===== src/rtl/leitor_matricula.sv =====
// leitor_matricula
// Assembles a 24-bit licence plate from three serial bytes (MSB byte first),
// looks it up in a programmable table of authorised plates (one entry per
// cycle), and emits a one-cycle MatrVal or MatrInval pulse. Also provides the
// free-running conta_ciclos counter used by the barrier block.
// Optional feature: define LEITOR_ANTIREPETICAO_EN to reject a plate that is
// matched again within REPEAT_CICLOS cycles of its last MatrVal.
module leitor_matricula #(
    parameter int N_ENTRADAS    = 8,
    parameter int TIMEOUT       = 20,
    parameter int REPEAT_CICLOS = 64
) (
    input  logic                          clk,
    input  logic                          reset,
    input  logic [7:0]                    byte_in,
    input  logic                          byte_val,
    input  logic                          prog_we,
    input  logic [$clog2(N_ENTRADAS)-1:0] prog_addr,
    input  logic [24:0]                   prog_data,
    output logic [6:0]                    conta_ciclos,
    output logic [23:0]                   Matricula,
    output logic                          MatrVal,
    output logic                          MatrInval,
    output logic                          erro_timeout,
    output logic                          ocupado
);

    localparam int              AW       = $clog2(N_ENTRADAS);
    localparam int              GW       = $clog2(TIMEOUT + 1);
    localparam logic [AW-1:0]   LAST_IDX = AW'(N_ENTRADAS - 1);
    localparam logic [AW:0]     N_LIM    = (AW + 1)'(N_ENTRADAS);
    localparam logic [GW-1:0]   GAP_LIM  = GW'(TIMEOUT - 1);

    typedef enum logic [2:0] {
        ST_IDLE   = 3'd0,
        ST_RX1    = 3'd1,
        ST_RX2    = 3'd2,
        ST_SCAN   = 3'd3,
        ST_RESULT = 3'd4
    } state_t;

    state_t        state_r, state_next_s;
    logic [AW-1:0] idx_r, idx_next_s;
    logic [GW-1:0] gap_r, gap_next_s;
    logic [23:0]   matricula_r, mat_next_s;
    logic [6:0]    conta_r;
    logic          val_r, val_next_s;
    logic          inval_r, inval_next_s;
    logic          to_r, to_next_s;
    logic          ocup_r, ocup_next_s;

    logic          tbl_v_r [N_ENTRADAS];
    logic [23:0]   tbl_p_r [N_ENTRADAS];

    logic          match_s;
    logic          blocked_s;

    // Entry under inspection this cycle holds the assembled plate
    assign match_s = tbl_v_r[idx_r] && (tbl_p_r[idx_r] == matricula_r);

`ifdef LEITOR_ANTIREPETICAO_EN
    localparam int            RW      = $clog2(REPEAT_CICLOS + 1);
    localparam logic [RW-1:0] REP_LIM = RW'(REPEAT_CICLOS);

    logic [23:0]   rep_plate_r;
    logic [RW-1:0] rep_cnt_r;

    assign blocked_s = (rep_plate_r == matricula_r) && (rep_cnt_r < REP_LIM);

    // Remember the last authorised plate and how long ago it was accepted
    always_ff @(posedge clk) begin
        if (reset) begin
            rep_plate_r <= 24'h000000;
            rep_cnt_r   <= '0;
        end else if ((state_r == ST_SCAN) && match_s && !blocked_s) begin
            rep_plate_r <= matricula_r;
            rep_cnt_r   <= '0;
        end else if (rep_cnt_r < REP_LIM) begin
            rep_cnt_r   <= rep_cnt_r + RW'(1);
        end else begin
            rep_cnt_r   <= rep_cnt_r;
        end
    end
`else
    logic [31:0] unused_rep_s;
    assign unused_rep_s = 32'(REPEAT_CICLOS);
    assign blocked_s    = 1'b0;
`endif

    // Next-state, byte assembly, gap timer and result pulse decisions
    always_comb begin
        state_next_s = state_r;
        idx_next_s   = idx_r;
        gap_next_s   = gap_r;
        mat_next_s   = matricula_r;
        val_next_s   = 1'b0;
        inval_next_s = 1'b0;
        to_next_s    = 1'b0;
        case (state_r)
            ST_IDLE: begin
                if (byte_val) begin
                    mat_next_s[23:16] = byte_in;
                    gap_next_s        = '0;
                    state_next_s      = ST_RX1;
                end else begin
                    state_next_s      = ST_IDLE;
                end
            end
            ST_RX1: begin
                if (byte_val) begin
                    mat_next_s[15:8] = byte_in;
                    gap_next_s       = '0;
                    state_next_s     = ST_RX2;
                end else if (gap_r == GAP_LIM) begin
                    to_next_s        = 1'b1;
                    gap_next_s       = '0;
                    state_next_s     = ST_IDLE;
                end else begin
                    gap_next_s       = gap_r + GW'(1);
                end
            end
            ST_RX2: begin
                if (byte_val) begin
                    mat_next_s[7:0] = byte_in;
                    gap_next_s      = '0;
                    idx_next_s      = '0;
                    state_next_s    = ST_SCAN;
                end else if (gap_r == GAP_LIM) begin
                    to_next_s       = 1'b1;
                    gap_next_s      = '0;
                    state_next_s    = ST_IDLE;
                end else begin
                    gap_next_s      = gap_r + GW'(1);
                end
            end
            ST_SCAN: begin
                if (match_s) begin
                    val_next_s   = !blocked_s;
                    inval_next_s = blocked_s;
                    state_next_s = ST_RESULT;
                end else if (idx_r == LAST_IDX) begin
                    inval_next_s = 1'b1;
                    state_next_s = ST_RESULT;
                end else begin
                    idx_next_s   = idx_r + AW'(1);
                end
            end
            ST_RESULT: begin
                state_next_s = ST_IDLE;
            end
            default: begin
                state_next_s = ST_IDLE;
            end
        endcase
        ocup_next_s = (state_next_s == ST_SCAN) || (state_next_s == ST_RESULT);
    end

    // FSM state and registered outputs
    always_ff @(posedge clk) begin
        if (reset) begin
            state_r     <= ST_IDLE;
            idx_r       <= '0;
            gap_r       <= '0;
            matricula_r <= 24'h000000;
            val_r       <= 1'b0;
            inval_r     <= 1'b0;
            to_r        <= 1'b0;
            ocup_r      <= 1'b0;
        end else begin
            state_r     <= state_next_s;
            idx_r       <= idx_next_s;
            gap_r       <= gap_next_s;
            matricula_r <= mat_next_s;
            val_r       <= val_next_s;
            inval_r     <= inval_next_s;
            to_r        <= to_next_s;
            ocup_r      <= ocup_next_s;
        end
    end

    // Free-running cycle counter, wraps 127 -> 0
    always_ff @(posedge clk) begin
        if (reset) begin
            conta_r <= 7'd0;
        end else begin
            conta_r <= conta_r + 7'd1;
        end
    end

    // Authorised-plate table; out-of-range addresses are ignored
    always_ff @(posedge clk) begin
        if (reset) begin
            for (int i = 0; i < N_ENTRADAS; i++) begin
                tbl_v_r[i] <= 1'b0;
                tbl_p_r[i] <= 24'h000000;
            end
        end else if (prog_we && ({1'b0, prog_addr} < N_LIM)) begin
            tbl_v_r[prog_addr] <= prog_data[24];
            tbl_p_r[prog_addr] <= prog_data[23:0];
        end else begin
            for (int i = 0; i < N_ENTRADAS; i++) begin
                tbl_v_r[i] <= tbl_v_r[i];
                tbl_p_r[i] <= tbl_p_r[i];
            end
        end
    end

    assign conta_ciclos = conta_r;
    assign Matricula    = matricula_r;
    assign MatrVal      = val_r;
    assign MatrInval    = inval_r;
    assign erro_timeout = to_r;
    assign ocupado      = ocup_r;

endmodule


===== config.mk =====
export PLATFORM = sky130hd
export DESIGN_NAME = leitor_matricula
export DESIGN_NICKNAME = d
export VERILOG_FILES = /design/src/rtl/leitor_matricula.sv
export SDC_FILE = /design/constraint.sdc
export NUM_CORES = 1
export LEC_CHECK = 0
export BUFFER_PORTS_ARGS = -buffer_cell sky130_fd_sc_hd__buf_2
export CORE_MARGIN = 3
export CORE_UTILIZATION = 35
export DETAILED_ROUTE_END_ITERATION = 7
export MAX_ROUTING_LAYER = met4
export SETUP_SLACK_MARGIN = 0.2
export SLEW_MARGIN = 10
export SYNTH_ARGS = -nofsm -noshare
export SYNTH_HDL_FRONTEND = slang
export SYNTH_SLANG_ARGS = --single-unit

===== constraint.sdc =====
create_clock -name clk -period 2.7 [get_ports clk]
set_clock_uncertainty 0.1 [all_clocks]
set_input_delay 0.27 -clock clk [delete_from_list [all_inputs] [get_ports clk]]
set_output_delay 0.27 -clock clk [all_outputs]
set_load 0.1 [all_outputs]

==> results of run 1 <==
==> state kept, by name (all words and copies together), names as in the netlist, named ones only <==
| register | count |
|---|---|
| MatrInval | 1 |
| MatrVal | 1 |
| Matricula | 24 |
| conta_ciclos | 7 |
| erro_timeout | 1 |
| gap_r | 5 |
| idx_r | 3 |
| ocupado | 1 |
| state_r | 3 |
| tbl_p_r | 192 |
| tbl_v_r | 8 |
==> worst max-delay path: cells and delay by family (launching register included) <==
kind	cells	cell delay (ps)
AO/OA/AOI/OAI	4	700
buffers and inverters	3	480
flip-flops	1	350
AND/OR/NAND/NOR	4	830
==> cell usage after synthesis, drive strengths merged (2+ instances only) <==
| master | n | area share [%] |
|---|---|---|
| xor2 | 9 | 0.70 |
| ha | 4 | 0.45 |
| nor2b | 8 | 0.45 |
| nor3b | 5 | 0.34 |
| mux2 | 11 | 1.1 |
| nand3 | 7 | 0.31 |
| edfxtp | 200 | 54 |
| clkbuf | 26 | 0.87 |
| xnor2 | 11 | 0.86 |
| nor2 | 22 | 0.74 |
| and4 | 2 | 0.16 |
| a22o | 6 | 0.47 |
| nor3 | 9 | 0.40 |
| nand4 | 3 | 0.17 |
| a211oi | 2 | 0.13 |
| o31ai | 2 | 0.13 |
| nand3b | 2 | 0.13 |
| o22ai | 6 | 0.34 |
| inv | 3 | 0.10 |
| or2 | 10 | 0.56 |
| and2 | 202 | 11 |
| nand2 | 55 | 1.8 |
| o21ai | 10 | 0.45 |
| or3 | 6 | 0.34 |
| mux2i | 56 | 5.0 |
| buf | 16 | 1.0 |
| nand2b | 8 | 0.47 |
| dfxtp | 49 | 8.8 |
| and3 | 7 | 0.39 |
| a221oi | 3 | 0.23 |
| nor4 | 5 | 0.33 |
| mux4 | 23 | 4.6 |
| a22oi | 15 | 1.0 |
| a21oi | 38 | 1.7 |
==> final timing paths <==
kind / to / slack, ps / depth (start not counted)
worst max-delay path: state_r[0]$_SDFF_PP0_ / 90 / 11
worst min-delay path: tbl_p_r[2][13]$_SDFFCE_PN0P_ / 20 / 2
worst max register to register: state_r[0]$_SDFF_PP0_ / 90 / 11
worst min register to register: conta_ciclos[0]$_SDFF_PP0_ / 370 / 1
==> kinds of logic (layout without fill, tap and decap cells) <==
logic type	count (synthesis)	in the layout
AO/OA/AOI/OAI	88	88
XOR/XNOR	20	20
adder cells (fa/ha/maj)	4	4
buffers and inverters	45	212
flip-flops	249	249
multiplexers	90	90
other	0	1
AND/OR/NAND/NOR	353	353
==> cell type report <==
cell class	instances	area, µm²	share of cell area [%]
well taps	396	495	3.59
clock inverters	16	159	1.15
inverters	3	11.3	0.0816
flip-flops and latches	249	7000	50.7
multi-input cells	555	4170	30.2
clock buffers	33	739	5.36
repair buffers	160	1220	8.87
diodes	1	2.50	0.0181
==> where the power goes <==
group	switching (mW)	total (mW)	internal [mW]	leakage, nW
sequential	0.101	4.46	4.36	2.32
combinational	0.555	0.833	0.278	2.21
clock	1.49	3.72	2.22	0.453
==> layer usage <==
metal / track usage (%) / vias to the layer above / routed length, µm
met2: 27.6 / 242 / 13600
met5: - / - / 0
met1: 25.8 / 3609 / 14200
met3: 3.06 / 35 / 2030
li1: - / 3373 / -
met4: 3.99 / 0 / 461
==> repair_timing <==
item                                    in CTS  in global routing
setup buffers                                8                  1
pin swaps                                    8                  1
endpoints found under the hold margin       88                  0
endpoints found under the setup margin      11                 11
resized for setup                           30                 10
hold buffers                                22                  0
==> flow_metrics.py, run 1 <==
metrics = {
    "status": {
        "status": "finished clean",
    },
    "clock_network": {
        "cts_inserted_buffers": 27,
        "insertion_delay_ps": 530,
        "ctsHtreeMaxLevel": 1,
        "ctsRootBufferMaster": "clkbuf_16",
        "clk_path_buf_depth": 3,
        "path_clk_slew_ps": 60,
        "clock-sinks": 249,
        "cts_tree": "done",
    },
    "global_route": {
        "grt_pass1_wl_um": 45100,
        "grt_max_degree": 40,
        "overflow": 0,
        "antenna_found_initial": 1,
        "grt_pass1_vias": 7259,
        "grt_usage_pct": 18.2,
    },
    "route": {
        "drt_wl_total_um": 30300,
        "viasPerCell": 5.14,
        "drt_iter0_markers": 524,
        "wire_per_inst_um": 21.4,
        "dr.pass1.iters": 5,
        "drtAntennaViolNets": 0,
        "vias": 7259,
        "drc": 0,
    },
    "power_and_ir_drop": {
        "p_leak_nw": 4.98,
        "power_mw": 9.01,
        "power_density_nw_per_um2": 653,
        "irDropWorstVdd_v": 0.000450,
    },
    "setup_path": {
        "criticalPathCategory": "flip-flop to flip-flop",
        "worst-endpoint-arrival_ps": 2910,
        "critPathMaxStageDelay_ps": 350,
        "path_common_cell": "buf_12",
        "path_cells": "buf_12 > buf_12 > nor2b_1 > buf_4 > a22oi_1 > a21o_1 > a211oi_1 > and4_1 > nand4_1 > nand2b_4 > a21oi_1",
        "critPathMaxFanout": 18,
        "slowest_stage": "dfxtp_2",
        "end_kind": "flip-flop",
        "cp-start-kind": "flip-flop",
        "crit_required_ps": 2990,
    },
    "cells_and_area": {
        "layout_commonest_cell": "and2_1",
        "fin_area_um2": 13800,
        "area_growth_pct": 23.1,
        "stdcell_count": 1413,
        "mostFrequentLayoutCells": "and2_1, edfxtp_1, buf_2",
        "final.fill_count": 2817,
        "fin_nets": 1040,
        "utilization_pct": 44.4,
        "layout-drive-gt1-share_pct": 26.0,
    },
    "floorplanning": {
        "io_pins": 75,
        "rows": 64,
        "fp.dieW_um": 185,
        "start_util_pct": 36.1,
        "core_um2": 31100,
        "dieArea_um2": 34200,
        "die_h_um": 185,
    },
    "logic_synthesis": {
        "ys_seq_elements": 249,
        "syn_avg_cell_area_um2": 13.2,
        "yosys.area_share.simple_pct": 18.1,
        "synth_top_family_by_area": "simple AND/OR/NAND/NOR gates",
        "yosysWarnings": 0,
        "synth_ff_type": "edfxtp_1",
        "synth_xor_area_share_pct": 1.56,
        "synthMuxAreaShare_pct": 10.7,
        "syn-num-nets": 893,
        "syn_inst": 849,
        "syn_area_um2": 11200,
        "synth_fa_ha_area_share_pct": 0.447,
        "seq_area_frac_synth_pct": 62.4,
        "ys_async_sr_fraction_pct": 0,
        "synth_edf_count": 200,
        "synth-compound-area-share_pct": 4.87,
        "synth.distinct_cells": 48,
    },
    "timing": {
        "relSlewSlack_pct": 43.9,
        "setup_viol": 0,
        "holdWs_ps": 18.0,
        "fin_crit_sh_pct": 96.8,
        "fmax_ghz": 0.383,
        "hold_viol_final": 0,
        "rsz0062_at_grt": "true",
        "period_needed_ps": 2610,
        "drv_slew": 0,
        "fin_ws_ps": 86.3,
        "worst_slew_pin_slew_ps": 834,
        "finalSetupTns_ps": 0,
    },
    "placement": {
        "dp_slack_ps": -87.7,
        "dp_cells": 1332,
        "place.gp.congestion": 0.802,
        "port_buffers": 74,
        "hpwl_um": 18800,
        "post_dp_cell_area_um2": 12400,
    },
    "worst_hold_path": {
        "min-delay-start": "prog_data[13]",
        "hp-class": "input port to flip-flop",
    },
    "run": {
        "max-cap-violations": 0,
    },
}
Power figures use the tool's default switching activity.
==> run 2, diff against run 1 <==
- SETUP_SLACK_MARGIN: 0.2 -> 0.05
==> run 2 against run 1 <==
Net effect:
- the run now ends with setup timing left
- power about the same
- via count down 0.68%
- combinational power down 1%
- routed wire length about the same
- final cell count about the same
- largest cell class unchanged
- highest routed layer unchanged
==> flow_metrics.py, run 2 (synthesis results as in run 1) <==
metrics = {
    "clock_network": {
        "clock-sinks": 249,
        "path_clk_slew_ps": 60,
        "insertion_delay_ps": 530,
        "cts_tree": "done",
        "ctsHtreeMaxLevel": 1,
        "cts_inserted_buffers": 27,
        "ctsRootBufferMaster": "clkbuf_16",
        "clk_path_buf_depth": 3,
    },
    "timing": {
        "fin_ws_ps": -42.0,
        "setup_viol": 7,
        "fin_crit_sh_pct": 102,
        "fmax_ghz": 0.365,
        "finalSetupTns_ps": -176,
        "period_needed_ps": 2740,
        "relSlewSlack_pct": 42.5,
        "worst_slew_pin_slew_ps": 856,
        "drv_slew": 0,
        "rsz0062_at_grt": "true",
        "hold_viol_final": 0,
    },
    "setup_path": {
        "critPathMaxFanout": 7,
        "end_kind": "flip-flop",
        "worst-endpoint-arrival_ps": 3040,
        "slowest_stage": "mux4_2",
        "crit_required_ps": 3000,
        "path_cells": "buf_12 > buf_12 > mux4_2 > mux2i_1 > xor2_1 > nand4_1 > nor4_4 > nand4_1 > nand2b_2 > o21ai_1",
        "critPathMaxStageDelay_ps": 490,
        "criticalPathCategory": "flip-flop to flip-flop",
        "cp-start-kind": "flip-flop",
    },
    "global_route": {
        "grt_max_degree": 40,
        "grt_pass1_wl_um": 44900,
        "overflow": 0,
        "grtUsageMet3_pct": 3.06,
        "top_usage_layer": "met2",
        "grt_usage_pct": 18.1,
        "grt_use_met1_pct": 25.8,
        "grt_pass1_vias": 7215,
        "grt.met2_usage_pct": 27.5,
        "antenna_found_initial": 1,
    },
    "route": {
        "drtAntennaViolNets": 0,
        "drc": 0,
        "viasPerCell": 5.11,
        "vias": 7210,
        "drt_iter0_markers": 582,
        "dr.pass1.iters": 5,
        "wire_per_inst_um": 21.5,
        "drt_wl_total_um": 30300,
    },
    "floorplanning": {
        "io_pins": 75,
        "core_um2": 31100,
        "die_h_um": 185,
        "rows": 64,
        "fp.dieW_um": 185,
        "start_util_pct": 36.1,
        "dieArea_um2": 34200,
    },
    "worst_hold_path": {
        "hp-class": "input port to flip-flop",
        "min-delay-start": "prog_data[13]",
    },
    "power_and_ir_drop": {
        "power_density_nw_per_um2": 657,
        "p_leak_nw": 4.94,
        "irDropWorstVdd_v": 0.000451,
    },
    "cells_and_area": {
        "fin_area_um2": 13700,
        "largest_reg_flops": 192,
        "layout-drive-gt1-share_pct": 25.0,
        "area_growth_pct": 22.4,
        "layout_commonest_cell": "and2_1",
        "final.fill_count": 2828,
        "regMostFlops": "tbl_p_r",
        "mostFrequentLayoutCells": "and2_1, edfxtp_1, buf_2",
        "fin_nets": 1039,
    },
    "placement": {
        "post_dp_cell_area_um2": 12400,
        "port_buffers": 74,
        "place.gp.congestion": 0.802,
        "hpwl_um": 18800,
    },
    "status": {
        "status": "finished, violations left",
        "violations": "setup timing",
    },
    "run": {
        "max-cap-violations": 0,
    },
}
## run 2: cell count changes in the layout (fill, tap and decap cells not counted), moves of 2 or more
| cell | previous run | this run |
|---|---|---|
| dfxtp_2 | 1 | 3 |
| dfxtp_4 | 2 | 0 |
| mux2i_1 | 52 | 54 |
| xnor2_1 | 9 | 11 |
| xnor2_2 | 2 | 0 |
## run 2: area by class of cell
cell class / count / area (µm²) / share of cell area, %
clock buffers: 33 / 739 / 5.39
clock inverters: 16 / 159 / 1.16
repair buffers: 159 / 1210 / 8.82
diodes: 1 / 2.50 / 0.0183
inverters: 3 / 11.3 / 0.0821
flip-flops and latches: 249 / 6990 / 51.0
well taps: 396 / 495 / 3.61
multi-input cells: 555 / 4100 / 29.9
## run 2: path summary, 6_finish.rpt
| kind | depth (start not counted) | slack, ps | endpoint |
|---|---|---|---|
| max | 10 | -40 | flip-flop |
| min | 2 | 20 | tbl_p_r[2][13]$_SDFFCE_PN0P_ |
| max reg2reg | 10 | -40 | flip-flop |
| min reg2reg | 1 | 370 | conta_ciclos[0]$_SDFF_PP0_ |
## run 2: what timing repair did
item / 4_1_cts / 5_1_grt
hold buffers: 22 / 0
resized for setup: 12 / 13
endpoints found under the hold margin: 88 / 0
pin swaps: 3 / 5
setup endpoints to repair: 11 / 11
buffers inserted: 6 / 3
## run 2: power by group
group,internal [mW],switching (mW),total [mW],leakage (nW)
Combinational,0.271,0.553,0.824,2.17
Sequential,4.36,0.0991,4.46,2.32
Clock,2.23,1.50,3.73,0.453
## run 2: routing by layer
metal,share of wire (%),up-vias
met1,47,3593
li1,-,3371
met5,0,-
met2,45,213
met4,1.5,0
met3,6.6,33
## run 2: critical path: cells and delay by family (launching register included)
family                    cells  cell delay [ps]
AOI/OAI and AO/OA             1              120
xor gates and xnor gates      1              210
buffers and inverters         2              270
DFF                           1              350
muxes                         2              660
and+or+nand+nor               4              900
## run 2: through the flow
stage	utilization (%)	power [mW]	hold slack, ps	setup WS, ps	instances
3_5_place_dp	40.0	5.33	362	-87.7	1332
6_report	44.1	9.01	17.8	-42.0	1412
4_1_cts	43.9	9.06	3.21	58.1	1408
5_1_grt	44.1	9.31	18.0	-137	1412
3_3_place_gp	40.0	5.32	347	-97.2	1332
2_1_floorplan	-	5.01	294	307	849
